--- config.mk ---
export PLATFORM = sky130hd
export DESIGN_NAME = stream_mux_flat
export DESIGN_NICKNAME = d
export VERILOG_FILES = /design/src/rtl/stream_mux_if.sv /design/src/rtl/stream_mux.sv /design/src/flat_wrapper.sv
export SDC_FILE = /design/constraint.sdc
export NUM_CORES = 1
export LEC_CHECK = 0
export ABC_AREA = 1
export BUFFER_PORTS_ARGS = -buffer_cell sky130_fd_sc_hd__buf_4
export CAP_MARGIN = 30
export CORE_MARGIN = 10
export CORE_UTILIZATION = 36
export CTS_BUF_LIST = sky130_fd_sc_hd__clkbuf_8
export CTS_CLUSTER_SIZE = 8
export DETAILED_ROUTE_END_ITERATION = 12
export PLACE_DENSITY = 0.67
export SLEW_MARGIN = 0
export SYNTH_ARGS = -nofsm -noshare
export SYNTH_HDL_FRONTEND = slang
export SYNTH_SLANG_ARGS = --single-unit
--- constraint.sdc ---
create_clock -name clk -period 3.15 [get_ports clk]
set_input_delay 0.63 -clock clk [delete_from_list [all_inputs] [get_ports clk]]
set_output_delay 0.63 -clock clk [all_outputs]
set_load 0.1 [all_outputs]
--- src/rtl/stream_mux_if.sv ---
// Handshake bundle for stream_mux: N valid/ready/last input lanes feeding one
// registered valid/ready/last output lane.
interface stream_mux_if #(
  parameter int unsigned WIDTH    = 8,
  parameter int unsigned CHANNELS = 4
);
  logic [CHANNELS-1:0]       in_valid;
  logic [CHANNELS*WIDTH-1:0] in_data;
  logic [CHANNELS-1:0]       in_last;
  logic [CHANNELS-1:0]       in_ready;
  logic                      out_valid;
  logic [WIDTH-1:0]          out_data;
  logic                      out_last;
  logic                      out_ready;

  // slave is the multiplexer's own view; master is the surrounding fabric
  modport slave (
    input  in_valid, in_data, in_last, out_ready,
    output in_ready, out_valid, out_data, out_last
  );

  modport master (
    output in_valid, in_data, in_last, out_ready,
    input  in_ready, out_valid, out_data, out_last
  );
endinterface

--- src/rtl/stream_mux.sv ---
// N-channel packet stream multiplexer: per-packet grant by external select or
// round-robin, lock held until the last beat is accepted, registered output.
module stream_mux #(
  parameter int unsigned WIDTH    = 8,
  parameter int unsigned CHANNELS = 4,
  parameter int unsigned SEL_W    = 2
) (
  input  logic             clk,
  input  logic             reset,
  input  logic             mode,
  input  logic [SEL_W-1:0] sel,
  stream_mux_if.slave      bus,
  output logic [SEL_W-1:0] cur_chan,
  output logic             busy
);

  typedef enum logic {IDLE, LOCKED} state_t;

  state_t              state_q, state_d;
  logic [SEL_W-1:0]    cur_q, cur_d;
  logic [SEL_W-1:0]    rr_q, rr_d;
  logic                out_valid_q, out_valid_d;
  logic [WIDTH-1:0]    out_data_q, out_data_d;
  logic                out_last_q, out_last_d;

  logic [CHANNELS-1:0] ready_vec;
  logic                slot_free;
  logic                cur_valid;
  logic [WIDTH-1:0]    cur_data;
  logic                cur_last;
  logic                sel_hit;
  logic                rr_found;
  logic [SEL_W-1:0]    rr_idx;
  logic                accept;

  always_ff @(posedge clk or posedge reset) begin
    if (reset) begin
      state_q     <= IDLE;
      cur_q       <= '0;
      rr_q        <= SEL_W'(CHANNELS - 1);
      out_valid_q <= 1'b0;
      out_data_q  <= '0;
      out_last_q  <= 1'b0;
    end else begin
      state_q     <= state_d;
      cur_q       <= cur_d;
      rr_q        <= rr_d;
      out_valid_q <= out_valid_d;
      out_data_q  <= out_data_d;
      out_last_q  <= out_last_d;
    end
  end

  always_comb begin
    state_d     = state_q;
    cur_d       = cur_q;
    rr_d        = rr_q;
    out_valid_d = out_valid_q;
    out_data_d  = out_data_q;
    out_last_d  = out_last_q;
    ready_vec   = '0;
    cur_valid   = 1'b0;
    cur_data    = '0;
    cur_last    = 1'b0;
    sel_hit     = 1'b0;
    rr_found    = 1'b0;
    rr_idx      = '0;
    accept      = 1'b0;
    slot_free   = !out_valid_q || bus.out_ready;

    for (int unsigned k = 0; k < CHANNELS; k++) begin
      if (32'(cur_q) == k) begin
        cur_valid = bus.in_valid[k];
        cur_data  = bus.in_data[k*WIDTH +: WIDTH];
        cur_last  = bus.in_last[k];
      end
      // an out-of-range select never matches any channel
      if (32'(sel) == k && bus.in_valid[k]) sel_hit = 1'b1;
    end

    // round-robin: channels above rr_q first, then wrap to those at or below it
    for (int unsigned k = 0; k < CHANNELS; k++) begin
      if (!rr_found && bus.in_valid[k] && k > 32'(rr_q)) begin
        rr_found = 1'b1;
        rr_idx   = SEL_W'(k);
      end
    end
    for (int unsigned k = 0; k < CHANNELS; k++) begin
      if (!rr_found && bus.in_valid[k] && k <= 32'(rr_q)) begin
        rr_found = 1'b1;
        rr_idx   = SEL_W'(k);
      end
    end

    if (bus.out_ready) out_valid_d = 1'b0;

    case (state_q)
      IDLE: begin
        if (mode ? rr_found : sel_hit) begin
          cur_d   = mode ? rr_idx : sel;
          state_d = LOCKED;
        end
      end
      LOCKED: begin
        for (int unsigned k = 0; k < CHANNELS; k++) begin
          if (32'(cur_q) == k) ready_vec[k] = slot_free;
        end
        accept = cur_valid && slot_free;
        if (accept) begin
          out_valid_d = 1'b1;
          out_data_d  = cur_data;
          out_last_d  = cur_last;
          if (cur_last) begin
            rr_d    = cur_q;
            state_d = IDLE;
          end
        end
      end
      default: state_d = IDLE;
    endcase
  end

  assign bus.in_ready  = ready_vec;
  assign bus.out_valid = out_valid_q;
  assign bus.out_data  = out_data_q;
  assign bus.out_last  = out_last_q;
  assign cur_chan      = cur_q;
  assign busy          = (state_q == LOCKED);

endmodule

--- src/flat_wrapper.sv ---
// flat-port wrapper written by rule: the top's interface ports become plain ports
module stream_mux_flat 
#(
  parameter int unsigned WIDTH    = 8,
  parameter int unsigned CHANNELS = 4,
  parameter int unsigned SEL_W    = 2
)
  (clk, reset, mode, sel, cur_chan, busy, bus_in_valid, bus_in_data, bus_in_last, bus_out_ready, bus_in_ready, bus_out_valid, bus_out_data, bus_out_last);
  stream_mux_if #(.WIDTH(WIDTH), .CHANNELS(CHANNELS)) bus_i ();
  input  logic clk;
  input  logic reset;
  input  logic mode;
  input  logic [SEL_W-1:0] sel;
  output logic [SEL_W-1:0] cur_chan;
  output logic busy;
  input wire logic [$bits(bus_i.in_valid)-1:0] bus_in_valid;
  input wire logic [$bits(bus_i.in_data)-1:0] bus_in_data;
  input wire logic [$bits(bus_i.in_last)-1:0] bus_in_last;
  input wire logic [$bits(bus_i.out_ready)-1:0] bus_out_ready;
  output wire logic [$bits(bus_i.in_ready)-1:0] bus_in_ready;
  output wire logic [$bits(bus_i.out_valid)-1:0] bus_out_valid;
  output wire logic [$bits(bus_i.out_data)-1:0] bus_out_data;
  output wire logic [$bits(bus_i.out_last)-1:0] bus_out_last;
  assign bus_i.in_valid = bus_in_valid;
  assign bus_i.in_data = bus_in_data;
  assign bus_i.in_last = bus_in_last;
  assign bus_i.out_ready = bus_out_ready;
  assign bus_in_ready = bus_i.in_ready;
  assign bus_out_valid = bus_i.out_valid;
  assign bus_out_data = bus_i.out_data;
  assign bus_out_last = bus_i.out_last;
  stream_mux #(.WIDTH(WIDTH), .CHANNELS(CHANNELS), .SEL_W(SEL_W)) u_core (.clk(clk), .reset(reset), .mode(mode), .sel(sel), .bus(bus_i), .cur_chan(cur_chan), .busy(busy));
endmodule
==> results of run 1 <==
-- how the worst min path moves through the flow --
stage | from | to | slack (ns) | cells after the start
3_5_place_dp | u_core.rr_q[0] | u_core.rr_q[0] | 0.47 | 2
4_1_cts | reset | u_core.bus.out_data[5] | 0.46 | 2
2_1_floorplan | u_core.rr_q[0] | u_core.rr_q[0] | 0.45 | 2
5_1_grt | reset | u_core.bus.out_data[5] | 0.48 | 2
6_report | reset | u_core.bus.out_data[5] | 0.43 | 2
3_3_place_gp | u_core.rr_q[0] | u_core.rr_q[0] | 0.47 | 2
-- worst max-delay path, stage by stage (launching register included) --
cell and delay (ns):
dfrtp_1 0.61, buf_4 0.29, nand2_1 0.13, nor2_1 0.14, buf_4 0.31
-- cells by family (layout without fill, tap and decap cells) --
family / Yosys count / after routing / share of synthesized area, %
AOI/OAI and AO/OA: 15 / 15 / 7.90
DFF: 15 / 15 / 33.1
and+or+nand+nor: 120 / 120 / 48.4
buffers and inverters: 24 / 84 / 10.6
-- through the flow --
stage / setup WS [ns] / hold slack (ns)
floorplan: -0.314 / 0.450
global placement: 0.950 / 0.468
detailed placement: 0.949 / 0.472
CTS: 0.775 / 0.459
global route: 0.673 / 0.481
finish: 0.795 / 0.433
-- state kept, by name (all words and copies together) (netlist names) --
| register | count |
|---|---|
| u_core.bus.out_data | 8 |
| u_core.cur_chan | 2 |
| u_core.rr_q | 2 |
| u_core.bus.out_last | 1 |
| u_core.bus.out_valid | 1 |
| u_core.busy | 1 |
-- synth_stat cells --
cell      count  area [µm²]
inv_1        14        52.6
dfstp_2       2        52.6
nor2_8        2        40.0
o22ai_1       1        6.26
o21ai_0      10        50.1
o21ai_2       1        8.76
o21ai_1       1        5.00
nor2_4        1        11.3
nand2_2       1        6.26
inv_2         2        7.51
inv_4         1        6.26
buf_6         3        33.8
clkbuf_1      1        3.75
buf_4         1        7.51
nand3_1      15        75.1
nand3_2       1        10.0
nor2_1       12        45.0
nand2_1      73         274
buf_2         2        10.0
dfrtp_1      13         325
a22oi_2       1        12.5
nor3_1        3        15.0
o211ai_1      1        7.51
nand4_1      12        75.1
-- routing by layer --
metal	wire [µm]	share of wire [%]	GRT usage [%]	up-vias
met4	27	0.76	3.90	0
met5	0	0	0	-
met1	1680	47	16.1	567
met3	212	6.0	2.95	2
met2	1620	46	18.2	37
li1	-	-	-	689
-- power groups by stage --
stage               registers (mW)  clock network (mW)  logic [mW]
floorplan                    0.880                   0       0.717
global placement             0.386                   0        1.49
detailed placement           0.388                   0        1.49
CTS                          0.384               0.155        1.50
global route                 0.398               0.165        1.60
finish                       0.381               0.154        1.48
-- cell type report --
class                      count  area (µm²)
clock inverter                 1        5.00
multi-input combinational    135         652
sequential                    15         378
tap                           44        55.1
inverter                      17        66.3
fill                         340        1380
timing repair buffer          63         473
clock buffer                   3        41.3
==> results.cfg, run 1 <==
[clock_tree]
cts.htree.levels = 1
cts_buffer_depth = 2
cts_setup_buffers = 0
cts_tree = done
clk_pin_slew_ns = 0.06
cts_hold_buf = 0
clk_latency_ns = 0.25
cts_made_buffers = 3
clkSinkCount = 15
cts-resized-gates = 0
clock-root-buffer = clkbuf_8

[floorplan]
rows = 20
initial_utilization_pct = 37.4
core_um2 = 3050
die_h_um = 76.3
fp.dieW_um = 76.3
io_pins = 63
dieArea_um2 = 5820

[setup_path]
required_ns = 2.52
reg2reg_depth = 8
end_kind = primary output
worst-path-max-fanout = 11
crit_arrival_ns = 1.73
critPathKind = reg -> out
setup.worst_path.end = bus_in_ready[3]
r2r-end = u_core.rr_q[0]
r2r_setup_slack_ns = 1.28
setup.worst_path.start = u_core.cur_chan[0]
start_kind = flop
regToRegStartpoint = u_core.cur_chan[0]

[timing]
rsz0062_at_grt = false
period_needed_ns = 2.36
max_freq_ghz = 0.425
finalSetupViolCount = 0
finalHoldViolCount = 0
skew_ns = 0.00672
tns_ns = 0
final_max_slew_viol_count = 0
period_share_pct = 74.8
maxSlewHeadroom_pct = 63.0
max_slew.worst_pin.slew_ns = 0.554

[yosys]
synth_area_um2 = 1140
syn_area_per_cell_um2 = 6.56
yosysWarnings = 0
syn_nets = 220
synth_seq_cells = 15
ys_seq_area_share_pct = 33.1
syn_inst = 174
synthDistinctLibCells = 24

[layout]
mostFrequentLayoutCells = nand2_1 (73), buf_4 (63), nand3_1 (15)
final_util_pct = 54.7
diodes = 0
final_nets = 281
area_growth_pct = 46.4
final_common_cell = nand2_1
stdcell_count = 278
fin_area_um2 = 1670
layout-drive-gt1-share_pct = 34.6

[power]
total_power_mw = 2.02
clockPowerShare_pct = 7.6
irDropWorstVdd_mv = 0.851
p_sw_mw = 1.30
p_int_uw = 723
sequentialPowerShare_pct = 18.9
p_comb_share_pct = 73.5
swShare_pct = 64.2
leakagePower_nw = 0.906
p_per_area_nw_per_um2 = 1210

[placement]
portBuffers = 62
dpl-instance-area_um2 = 1620
dp_cells = 274
routabilityCongestion = 0.770
place_hpwl_um = 2940

[route]
via_count = 1295
first_pass_iters = 4
postRouteAntennaNets = 0
wl_per_cell_um = 12.7
drcViolationCount = 0
drt_iter0_drc = 81
drt_wl_total_um = 3540
vias_per_cell = 4.66

[global_route]
grt_start_max_net_pins = 16
gr-total-overflow = 0
grt_usage_pct = 12.0
grt_antenna_before_repair = 0
grt_pass1_vias = 1342
grt_pass1_wl_um = 5980

[outcome]
status = completed

[hold_path]
hp-class = in -> async

[flow_run]
cap_violations = 0
Note: power is estimated with default switching activity, not from simulation.
==> run 2, diff against run 1 <==
clock period = 2.3 ns   (was 3.15 ns; I/O delays follow)
==> results.cfg, run 2 (synthesis gave the netlist of run 1 again) <==
[timing]
fin_ws_ns = 0.169
rsz0062_at_grt = false
max_slew.worst_pin.slew_ns = 0.546
maxSlewHeadroom_pct = 63.6
finalSetupViolCount = 0
period_share_pct = 92.7
final_max_slew_viol_count = 0
tns_ns = 0
finalHoldViolCount = 0
skew_ns = 0.00246
max_freq_ghz = 0.469
period_needed_ns = 2.13

[layout]
diodes = 0
mostFrequentLayoutCells = nand2_1 (73), buf_4 (62), nand3_1 (15)
layout-drive-gt1-share_pct = 37.8
area_growth_pct = 49.1
stdcell_count = 277
final_common_cell = nand2_1
fin_area_um2 = 1700
final_nets = 280
largest_reg_flops = 8

[route]
vias_per_cell = 4.58
drcViolationCount = 0
wl_per_cell_um = 12.6
postRouteAntennaNets = 0
drt_wl_total_um = 3500
first_pass_iters = 4
drt_iter0_drc = 97
via_count = 1268

[flow_run]
cap_violations = 0

[clock_tree]
cts_buffer_depth = 2
clk_latency_ns = 0.24
clock-root-buffer = clkbuf_8
cts_made_buffers = 3
clkSinkCount = 15
cts.htree.levels = 1
cts_hold_buf = 0
cts-resized-gates = 0
clk_pin_slew_ns = 0.06
cts_tree = done
cts_setup_buffers = 0

[global_route]
grt_pass1_vias = 1291
gr-total-overflow = 0
grt_start_max_net_pins = 20
grt_antenna_before_repair = 0
grt_pass1_wl_um = 5930
grt_usage_pct = 11.9

[outcome]
status = completed

[placement]
dpl-instance-area_um2 = 1660
routabilityCongestion = 0.777
portBuffers = 62
dp_cells = 273
place_hpwl_um = 2910
pre_cts_slack_ns = 0.430

[power]
p_int_mw = 1.01
swShare_pct = 64.1
leakagePower_nw = 0.898
p_sw_mw = 1.81
p_per_area_nw_per_um2 = 1660
p_comb_share_pct = 71.9
clockPowerShare_pct = 7.2
irDropWorstVdd_mv = 0.515
sequentialPowerShare_pct = 20.8

[floorplan]
rows = 20
initial_utilization_pct = 37.4
dieArea_um2 = 5820
io_pins = 63
fp.dieW_um = 76.3
die_h_um = 76.3
core_um2 = 3050

[setup_path]
start_kind = flop
required_ns = 1.84
end_kind = primary output
critPathKind = reg -> out
crit_arrival_ns = 1.67
worst-path-max-fanout = 19

[hold_path]
hp-class = in -> async
[run 2: cell count changes in the layout (fill, tap and decap cells not counted)]
| cell | delta |
|---|---|
| inv_2 | +3 |
| nor3_4 | +2 |
| dfrtp_2 | +1 |
| buf_4 | -1 |
| inv_1 | -2 |
| dfrtp_4 | +3 |
| nor3_2 | -2 |
| nor2_1 | -2 |
| clkinv_2 | -1 |
| dfrtp_1 | -4 |
| nor2_4 | +2 |
[run 2: through the flow]
stage	util, %	hold slack [ns]	power, mW
floorplan	-	0.360	2.28
global placement	54.3	0.467	2.63
detailed placement	54.3	0.473	2.64
CTS	55.7	0.277	2.84
global route	55.7	0.301	3.01
finish	55.7	0.253	2.82
[run 2: critical path: stages, from the launching register on]
cell     delay, ns
dfrtp_2       0.71
nand2_1       0.26
nor2_4        0.15
buf_4         0.30
[run 2: power groups by stage]
stage / Sequential, mW / Combinational, mW / Clock (mW)
2_1_floorplan: 1.23 / 1.05 / 0
3_3_place_gp: 0.590 / 2.04 / 0
3_5_place_dp: 0.592 / 2.05 / 0
4_1_cts: 0.589 / 2.05 / 0.207
5_1_grt: 0.616 / 2.17 / 0.222
6_report: 0.587 / 2.03 / 0.204
[run 2: final cells by class]
class	count	area [µm²]
clock buffers	3	41.3
clock inverters	1	3.75
fillers	332	1350
inverters	17	66.3
multi-input cells	135	679
flip-flops and latches	15	390
well taps	44	55.1
repair buffers	62	465
[run 2: final timing paths]
| path | from | end | slack (ns) | depth (start not counted) |
|---|---|---|---|---|
| max | u_core.cur_chan[0] | bus_in_ready[3] | 0.17 | 3 |
| min | reset | u_core.bus.out_data[2] | 0.25 | 2 |
| max reg2reg | u_core.cur_chan[0] | u_core.rr_q[1] | 0.47 | 7 |
| min reg2reg | u_core.rr_q[0] | u_core.rr_q[0] | 0.48 | 2 |
| max in group asynchronous | reset | u_core.cur_chan[1] | 1.65 | 2 |
| min in group clk | bus_out_ready | u_core.bus.out_valid | 0.40 | 2 |
[run 2: metal layers]
layer | routed length, µm | GRT usage [%] | vias to the layer above | part of all wire (%)
met5 | 0 | 0 | - | 0
li1 | - | - | 680 | -
met1 | 1630 | 15.3 | 539 | 46
met3 | 273 | 4.13 | 6 | 7.8
met4 | 68 | 4.65 | 0 | 1.9
met2 | 1530 | 17.5 | 43 | 44
